--- src/rtl/uart_rx_deframer_if.sv ---
// Byte handshake between the UART receiver and its consumer.
// The receiver drives the data and valid signals. The consumer drives ready.
interface uart_rx_deframer_if;
    logic [7:0] rx_data;
    logic       rx_valid;
    logic       rx_ready;

    modport master (output rx_data, output rx_valid, input rx_ready);
    modport slave  (input rx_data, input rx_valid, output rx_ready);
endinterface

--- src/rtl/uart_rx_deframer.sv ---
// 8N1 UART receiver. It samples each bit at mid-bit and uses a one-entry
// ready/valid output register. It flags framing errors and overruns with
// one-cycle pulses. A break condition (line held low) is parked in WAIT_HIGH
// so that it cannot start spurious frames.
module uart_rx_deframer #(
    parameter int kClkHz = 50_000_000,
    parameter int kBaud  = 115200
) (
    input  logic                       clk,
    input  logic                       rst,
    input  logic                       rx_in,
    uart_rx_deframer_if.master         rx_if,
    output logic                       busy,
    output logic                       frame_err,
    output logic                       overrun
);

    localparam int CPB = kClkHz / kBaud;
    localparam int CW  = (CPB > 1) ? $clog2(CPB) : 1;
    localparam logic [CW-1:0] kHalfLast = CW'(CPB / 2 - 1);
    localparam logic [CW-1:0] kBitLast  = CW'(CPB - 1);

    if (CPB < 4) begin : g_bad_cpb
        $error("uart_rx_deframer: clocks per bit must be at least 4");
    end

    typedef enum logic [2:0] {IDLE, START, DATA, STOP, WAIT_HIGH} state_t;

    logic [1:0]    sync_q;
    logic          rxs;
    state_t        state_q, state_d;
    logic [CW-1:0] cnt_q, cnt_d;
    logic [2:0]    bit_q, bit_d;
    logic [7:0]    shreg_q, shreg_d;
    logic          deliver;
    logic          ferr_d;
    logic [7:0]    data_q;
    logic          valid_q;

    // Two-flop synchroniser. It resets to the idle-high line level.
    always_ff @(posedge clk) begin
        // NOTE: use non-blocking assignments for every flop so that all registers update together on the edge.
        if (rst) sync_q <= 2'b11;
        else     sync_q <= {sync_q[0], rx_in};
    end

    assign rxs = sync_q[1];

    // Frame FSM state, counters and shift register.
    always_ff @(posedge clk) begin
        if (rst) begin
            state_q <= IDLE;
            cnt_q   <= '0;
            bit_q   <= '0;
            shreg_q <= '0;
        end else begin
            state_q <= state_d;
            cnt_q   <= cnt_d;
            bit_q   <= bit_d;
            shreg_q <= shreg_d;
        end
    end

    // Next-state logic: the bit timing, the mid-bit sampling and the stop-bit verdict.
    always_comb begin
        // NOTE: assign every output a default first so that no path leaves a signal unassigned and infers a latch.
        state_d = state_q;
        cnt_d   = cnt_q + CW'(1);
        bit_d   = bit_q;
        shreg_d = shreg_q;
        deliver = 1'b0;
        ferr_d  = 1'b0;
        unique case (state_q)
            IDLE: begin
                cnt_d = '0;
                bit_d = '0;
                if (!rxs) state_d = START;
            end
            START: begin
                if (cnt_q == kHalfLast) begin
                    cnt_d   = '0;
                    bit_d   = '0;
                    // A line that is high again at mid-start is treated as a glitch.
                    state_d = rxs ? IDLE : DATA;
                end
            end
            DATA: begin
                if (cnt_q == kBitLast) begin
                    cnt_d   = '0;
                    shreg_d = {rxs, shreg_q[7:1]};
                    bit_d   = bit_q + 3'd1;
                    if (bit_q == 3'd7) state_d = STOP;
                end
            end
            STOP: begin
                if (cnt_q == kBitLast) begin
                    cnt_d = '0;
                    if (rxs) begin
                        deliver = 1'b1;
                        state_d = IDLE;
                    end else begin
                        ferr_d  = 1'b1;
                        state_d = WAIT_HIGH;
                    end
                end
            end
            WAIT_HIGH: begin
                cnt_d = '0;
                if (rxs) state_d = IDLE;
            end
            default: begin
                cnt_d   = '0;
                state_d = IDLE;
            end
        endcase
    end

    // Output register and the status pulses. A simultaneous accept makes room for the new byte.
    always_ff @(posedge clk) begin
        if (rst) begin
            data_q    <= '0;
            valid_q   <= 1'b0;
            frame_err <= 1'b0;
            overrun   <= 1'b0;
        end else begin
            frame_err <= ferr_d;
            overrun   <= deliver && valid_q && !rx_if.rx_ready;
            if (deliver && (!valid_q || rx_if.rx_ready)) begin
                data_q  <= shreg_q;
                valid_q <= 1'b1;
            end else if (valid_q && rx_if.rx_ready) begin
                valid_q <= 1'b0;
            end
        end
    end

    assign rx_if.rx_data  = data_q;
    assign rx_if.rx_valid = valid_q;
    assign busy           = (state_q != IDLE);

endmodule
--- src/flat_wrapper.sv ---
// flat-port wrapper written by rule: the top's interface ports become plain ports
module uart_rx_deframer_flat 
#(
    parameter int kClkHz = 50_000_000,
    parameter int kBaud  = 115200
)
  (clk, rst, rx_in, busy, frame_err, overrun, rx_if_rx_data, rx_if_rx_valid, rx_if_rx_ready);
  uart_rx_deframer_if rx_if_i ();
  input  logic clk;
  input  logic rst;
  input  logic rx_in;
  output logic busy;
  output logic frame_err;
  output logic overrun;
  output wire logic [$bits(rx_if_i.rx_data)-1:0] rx_if_rx_data;
  output wire logic [$bits(rx_if_i.rx_valid)-1:0] rx_if_rx_valid;
  input wire logic [$bits(rx_if_i.rx_ready)-1:0] rx_if_rx_ready;
  assign rx_if_rx_data = rx_if_i.rx_data;
  assign rx_if_rx_valid = rx_if_i.rx_valid;
  assign rx_if_i.rx_ready = rx_if_rx_ready;
  uart_rx_deframer #(.kClkHz(kClkHz), .kBaud(kBaud)) u_core (.clk(clk), .rst(rst), .rx_in(rx_in), .rx_if(rx_if_i), .busy(busy), .frame_err(frame_err), .overrun(overrun));
endmodule
--- config.mk ---
export PLATFORM = sky130hd
export DESIGN_NAME = uart_rx_deframer_flat
export DESIGN_NICKNAME = d
export VERILOG_FILES = /design/src/rtl/uart_rx_deframer_if.sv /design/src/rtl/uart_rx_deframer.sv /design/src/flat_wrapper.sv
export SDC_FILE = /design/constraint.sdc
export NUM_CORES = 1
export LEC_CHECK = 0
export ABC_AREA = 1
export CORE_ASPECT_RATIO = 2
export CORE_MARGIN = 2
export CORE_UTILIZATION = 40
export CTS_CLUSTER_SIZE = 30
export DETAILED_ROUTE_END_ITERATION = 8
export SYNTH_ARGS = -nofsm -noshare
export SYNTH_HDL_FRONTEND = slang
export SYNTH_SLANG_ARGS = --single-unit
--- constraint.sdc ---
create_clock -name clk -period 1.7 [get_ports clk]
set_input_delay 0.51 -clock clk [delete_from_list [all_inputs] [get_ports clk]]
set_output_delay 0.51 -clock clk [all_outputs]
set_load 0.02 [all_outputs]
# Word-level counts from Yosys, hierarchy flattened

Index checks and enable logic that the tools add are counted.

Bits in registers: 36
Latch bits: 0
RAM bits: 0
ROM bits: 0
Bits of input ports: 4
Output and inout port bits: 12
Word-level logic and storage cells: 63
Memories: 0

$add $sub $neg: 2
Multipliers: 0
Divide/modulo/power cells: 0
$lt $le $gt $ge: 0
Eq/ne operators: 13
Shifts and indexed selects: 0
Multiplexer cells: 21
Bitwise operators: 2
Reductions and logical operators: 16

Operator list:

| kind                | number |
|---|---|
| $mux 3              | 9 |
| $mux 9              | 2 |
| $pmux 9 s2          | 1 |
| $pmux 3 s5          | 1 |
| $ne 2x1->1 const B  | 5 |
| $add 9x1->9 const B | 1 |
| $eq 9x8->1 const B  | 1 |
| $eq 9x9->1 const B  | 1 |
| $pmux 3 s3          | 1 |
| $eq 3x2->1 const B  | 2 |
| $eq 3x3->1 const B  | 2 |
| $mux 1              | 6 |
| $reduce_and 6->1    | 1 |
| $reduce_bool 3->1   | 2 |
| $logic_and 1x1->1   | 4 |
| $add 3x1->3 const B | 1 |
| $eq 3x1->1 const B  | 1 |
| $logic_not 3->1     | 1 |
| $reduce_and 3->1    | 1 |
| $reduce_or 3->1     | 1 |
| $logic_not 1->1     | 2 |
| $mux 2              | 1 |
| $ne 2x2->1 const B  | 1 |
| $not 1->1           | 2 |
| 4 further kinds     | 4 |

# Logic depth before layout (Yosys ltp)

Depth in word-level cells: 5
Depth in mapped cells: 11
Gate-level depth less buffers: 11

# Worst setup path before layout

Ideal clock, no wire load.

Path kind: reg-to-reg
Start: register u_core.cnt_q[0]
End: register u_core.data_q[1], in the netlist u_core.rx_if.rx_data[1]
Library setup time: 0.113 ns
Arrival: 1.217 ns
Data required time: 1.587 ns
Path slack: 0.370 ns
Stages on the path, launching flop included: 10
Path buffers: 1
Period minus slack after synthesis: 1.330 ns
Path through: dfxtp_1 > ha_1 > nand2_1 > nor2_2 > nand2_2 > clkinv_2 > nand4_4 > buf_6 > nor2_1 > nor2_1

Word-level cells in the longest chain between the ends: 4

RTL lines:

| what                   | line                    | RTL |
|---|---|---|
| from (decl)            | uart_rx_deframer.sv:32  | `logic [CW-1:0] cnt_q, cnt_d;` |
| from (signal assigned) | uart_rx_deframer.sv:58  | `cnt_q <= cnt_d;` |
| $eq 9x9->1             | uart_rx_deframer.sv:96  | `if (cnt_q == kBitLast) begin` |
| $mux 1                 | uart_rx_deframer.sv:96  |  |
| $mux 1                 | uart_rx_deframer.sv:73  | `unique case (state_q)` |
| $logic_and 1x1->1      | uart_rx_deframer.sv:128 | `if (deliver && (!valid_q \|\| rx_if.rx_ready)) begin` |
| to (signal assigned)   | uart_rx_deframer.sv:129 | `data_q <= shreg_q;` |
| to (decl)              | uart_rx_deframer.sv:37  | `logic [7:0] data_q;` |

No other way between the ends.
A chain may end at the register's enable or synchronous reset.

# Worst setup path after layout

Start: register u_core.state_q[0]
End: output busy

Word-level cells in the longest chain between the ends: 1

RTL lines:

| what                   | line                    | RTL |
|---|---|---|
| from (decl)            | uart_rx_deframer.sv:31  | `state_t state_q, state_d;` |
| from (signal assigned) | uart_rx_deframer.sv:57  | `state_q <= state_d;` |
| $reduce_bool 3->1      | uart_rx_deframer.sv:139 | `assign busy = (state_q != IDLE);` |
| to (decl)              | flat_wrapper.sv:12      | `output logic busy;` |

No other way between the ends.

==> impl_metrics.yaml <==
run_status:
  status: "complete, no violations"
floorplanning:
  die_w_um: 49.23
  dieArea_um2: 4650
  ios: 16
  core_area_um2: 3884
  initial_core_util_pct: 42.14
  fp.dieH_um: 94.46
  rows: 32
synth:
  synth_top_area_share_pct: 44.04
  synth_seq_cells: 36
  synthSimpleGateAreaFrac_pct: 35.70
  ys_warn_count: 0
  synth_compound_area_share_pct: 6.040
  syn-num-nets: 236
  syn_area_per_cell_um2: 7.210
  yosysMostFrequentCell: "nor2_1"
  synth_cell_types: 24
  yosysTopAreaCell: "dfxtp_1"
  syn_area_um2: 1637
  ys_async_sr_fraction_pct: 0
  synthFlopType: "dfxtp_1"
  syn_inst: 227
  ys_seq_area_share_pct: 44.04
  synthTopCellsByCount: "nor2_1 (55), nand2_1 (46), dfxtp_1 (36)"
  synth-edff-count: 0
  synthXorXnorAreaFrac_pct: 2.676
  synthMuxAreaShare_pct: 0
  synth_top_family_by_area: "simple AND/OR/NAND/NOR gates"
  synth_fa_ha_area_share_pct: 3.823
  synthTopCellsByArea: "dfxtp_1 (44%), nor2_1 (13%), nand2_1 (11%)"
route:
  highest_layer: "met4"
  firstDrtPassIters: 4
  drcViolationCount: 0
  antenna_left: 0
  met1Wirelength_um: 1349
  wl_met3_um: 64
  vias_per_cell: 4.511
  wl_per_cell_um: 10.67
  drtIter0Drc: 15
  dr_total_vias: 1394
  totalWireLength_um: 3297
  routed-wl-met2_um: 1790
global_routing:
  grt_pass1_wl_um: 5858
  grt_max_degree: 17
  grt_usage_pct: 16.13
  antenna_found_initial: 0
  overflow: 0
  grt_pass1_vias: 1384
sta:
  finalCriticalPeriod_ns: 1.629
  max_freq_ghz: 0.6140
  skew_ns: 0.008012
  rsz0062_at_grt: "yes"
  worst_pin_slew_ns: 0.3298
  setup_viol: 0
  period_share_pct: 95.81
  drv_slew: 0
  slew-limit-headroom_pct: 77.99
  worst_slack_ns: 0.07130
  hold_viol: 0
power_and_ir_drop:
  power_frac_seq_pct: 37.6
  swShare_pct: 33.67
  p_clk_share_pct: 29.4
  leakagePower_uw: 0.0009877
  p_comb_share_pct: 32.9
  switchingPower_uw: 844.0
  p_int_uw: 1663
  peakVddDrop_mv: 1.288
  power_density_nw_per_um2: 1248
worst_setup_path:
  worstPathRequired_ns: 1.19
  startpoint_type: "flop"
  path_class: "flop to primary output"
  end_kind: "primary output"
  critical_path.max_fanout: 2
  max_stage_delay_ns: 0.33
  worstPathBufferInverterCount: 1
  crit_slowest_cell: "dfxtp_1"
  worstPathCellList: "nor2_2 -> nand2_1 -> dlygate4sd2_1"
  worstPathArrival_ns: 1.12
  cpLargestDelayFamily: "flip-flops"
clock_network:
  cts_sinks: 36
  cts_resized: 12
  cts-hold-fix-buffers: 0
  ctsRootBufferMaster: "clkbuf_8"
  clk_latency_ns: 0.28
  cts_buffer_depth: 2
  cts_setup_buffers: 0
  clkTransAtPathRegs_ns: 0.08
  cts_max_level: 2
  cts_tree: "yes"
  numCtsBuffers: 5
place:
  pre_cts_slack_ns: -0.09357
  io_buffers: 15
  dp_hpwl_um: 2482
  gp_congestion: 0.8553
  post_dp_cell_area_um2: 1913
min_path:
  hold_path.class: "flop to flop"
run:
  maxCapViolCount: 0
layout:
  area_delta_synth_final_pct: 22.71
  nFillCells: 431
  final_nets: 266
  ff_latch_area_um2: 720.7
  multi_input_area_um2: 792.0
  drive_gt1_share_pct: 15.89
  final_cell_area_um2: 2008
  diodes: 0
path summary, 6_finish.rpt:
kind                     startpoint                       to  slack (ns)  cells past startpoint
hold reg to reg    u_core.sync_q[0]         u_core.sync_q[1]        0.43                      1
setup reg to reg    u_core.cnt_q[0]  u_core.rx_if.rx_data[4]        0.17                      8
setup / recovery  u_core.state_q[0]                     busy        0.07                      3
hold / removal     u_core.sync_q[0]         u_core.sync_q[1]        0.43                      1
power by group through the flow:
stage	sequential (uW)	clock [uW]	combinational, uW
3_3_place_gp	956	0	851
4_1_cts	939	755	832
3_5_place_dp	958	0	843
6_report	944	737	826
2_1_floorplan	989	0	559
5_1_grt	954	790	964
final cells by class:
| class | count | share of cell area, % |
|---|---|---|
| Timing Repair Buffer | 26 | 10.84 |
| Multi-Input combinational cell | 160 | 39.44 |
| Clock inverter | 2 | 1.745 |
| Clock buffer | 6 | 3.614 |
| Inverter | 28 | 5.296 |
| Sequential cell | 36 | 35.89 |
| Tap cell | 51 | 3.178 |
layer usage:
metal	up-vias	track usage, %
met5	-	0
met4	0	9.286
met3	6	2.373
met2	15	29.73
met1	619	16.98
li1	754	-
registers in the layout, summed over array words and instances (netlist names):
signal and count:
u_core.sync_q 2, u_core.rx_if.rx_valid 1, u_core.cnt_q 9, u_core.frame_err 1, u_core.bit_q 3, u_core.state_q 3, u_core.overrun 1, u_core.rx_if.rx_data 8
u_core.shreg_q 8
stage by stage:
stage	utilization, %	power, uW	hold WS (ns)	instances	TNS, ns
floorplan	-	1549	0.3895	227	0
global placement	49.26	1807	0.4077	301	-0.1153
detailed placement	49.26	1802	0.4046	301	-0.6849
CTS	51.64	2526	0.4306	309	0
global route	51.71	2708	0.4522	309	-0.006791
finish	51.71	2507	0.4262	309	0
cell usage in the layout, fill, tap and decap left out, types with 3 or more instances in the layout:
cell and instances:
nand3_1 10, nor2_2 3, buf_4 11, clkbuf_8 5, inv_1 24, ha_1 5
clkdlybuf4s50_1 3, nand2_2 7, xor2_1 3, nor3_1 3, nor2_1 54, nand2_1 46
inv_2 3, a21oi_1 9, or2_2 3, o21ai_0 9, dlygate4sd2_1 12, dfxtp_1 36
cells by family after synthesis:
logic type	count (synthesis)
AOI/OAI and AO/OA	19
xor gates and xnor gates	5
adders and majority gates	5
buffers and inverters	31
DFF	36
and+or+nand+nor	131
(Power assumes the default switching activity.)
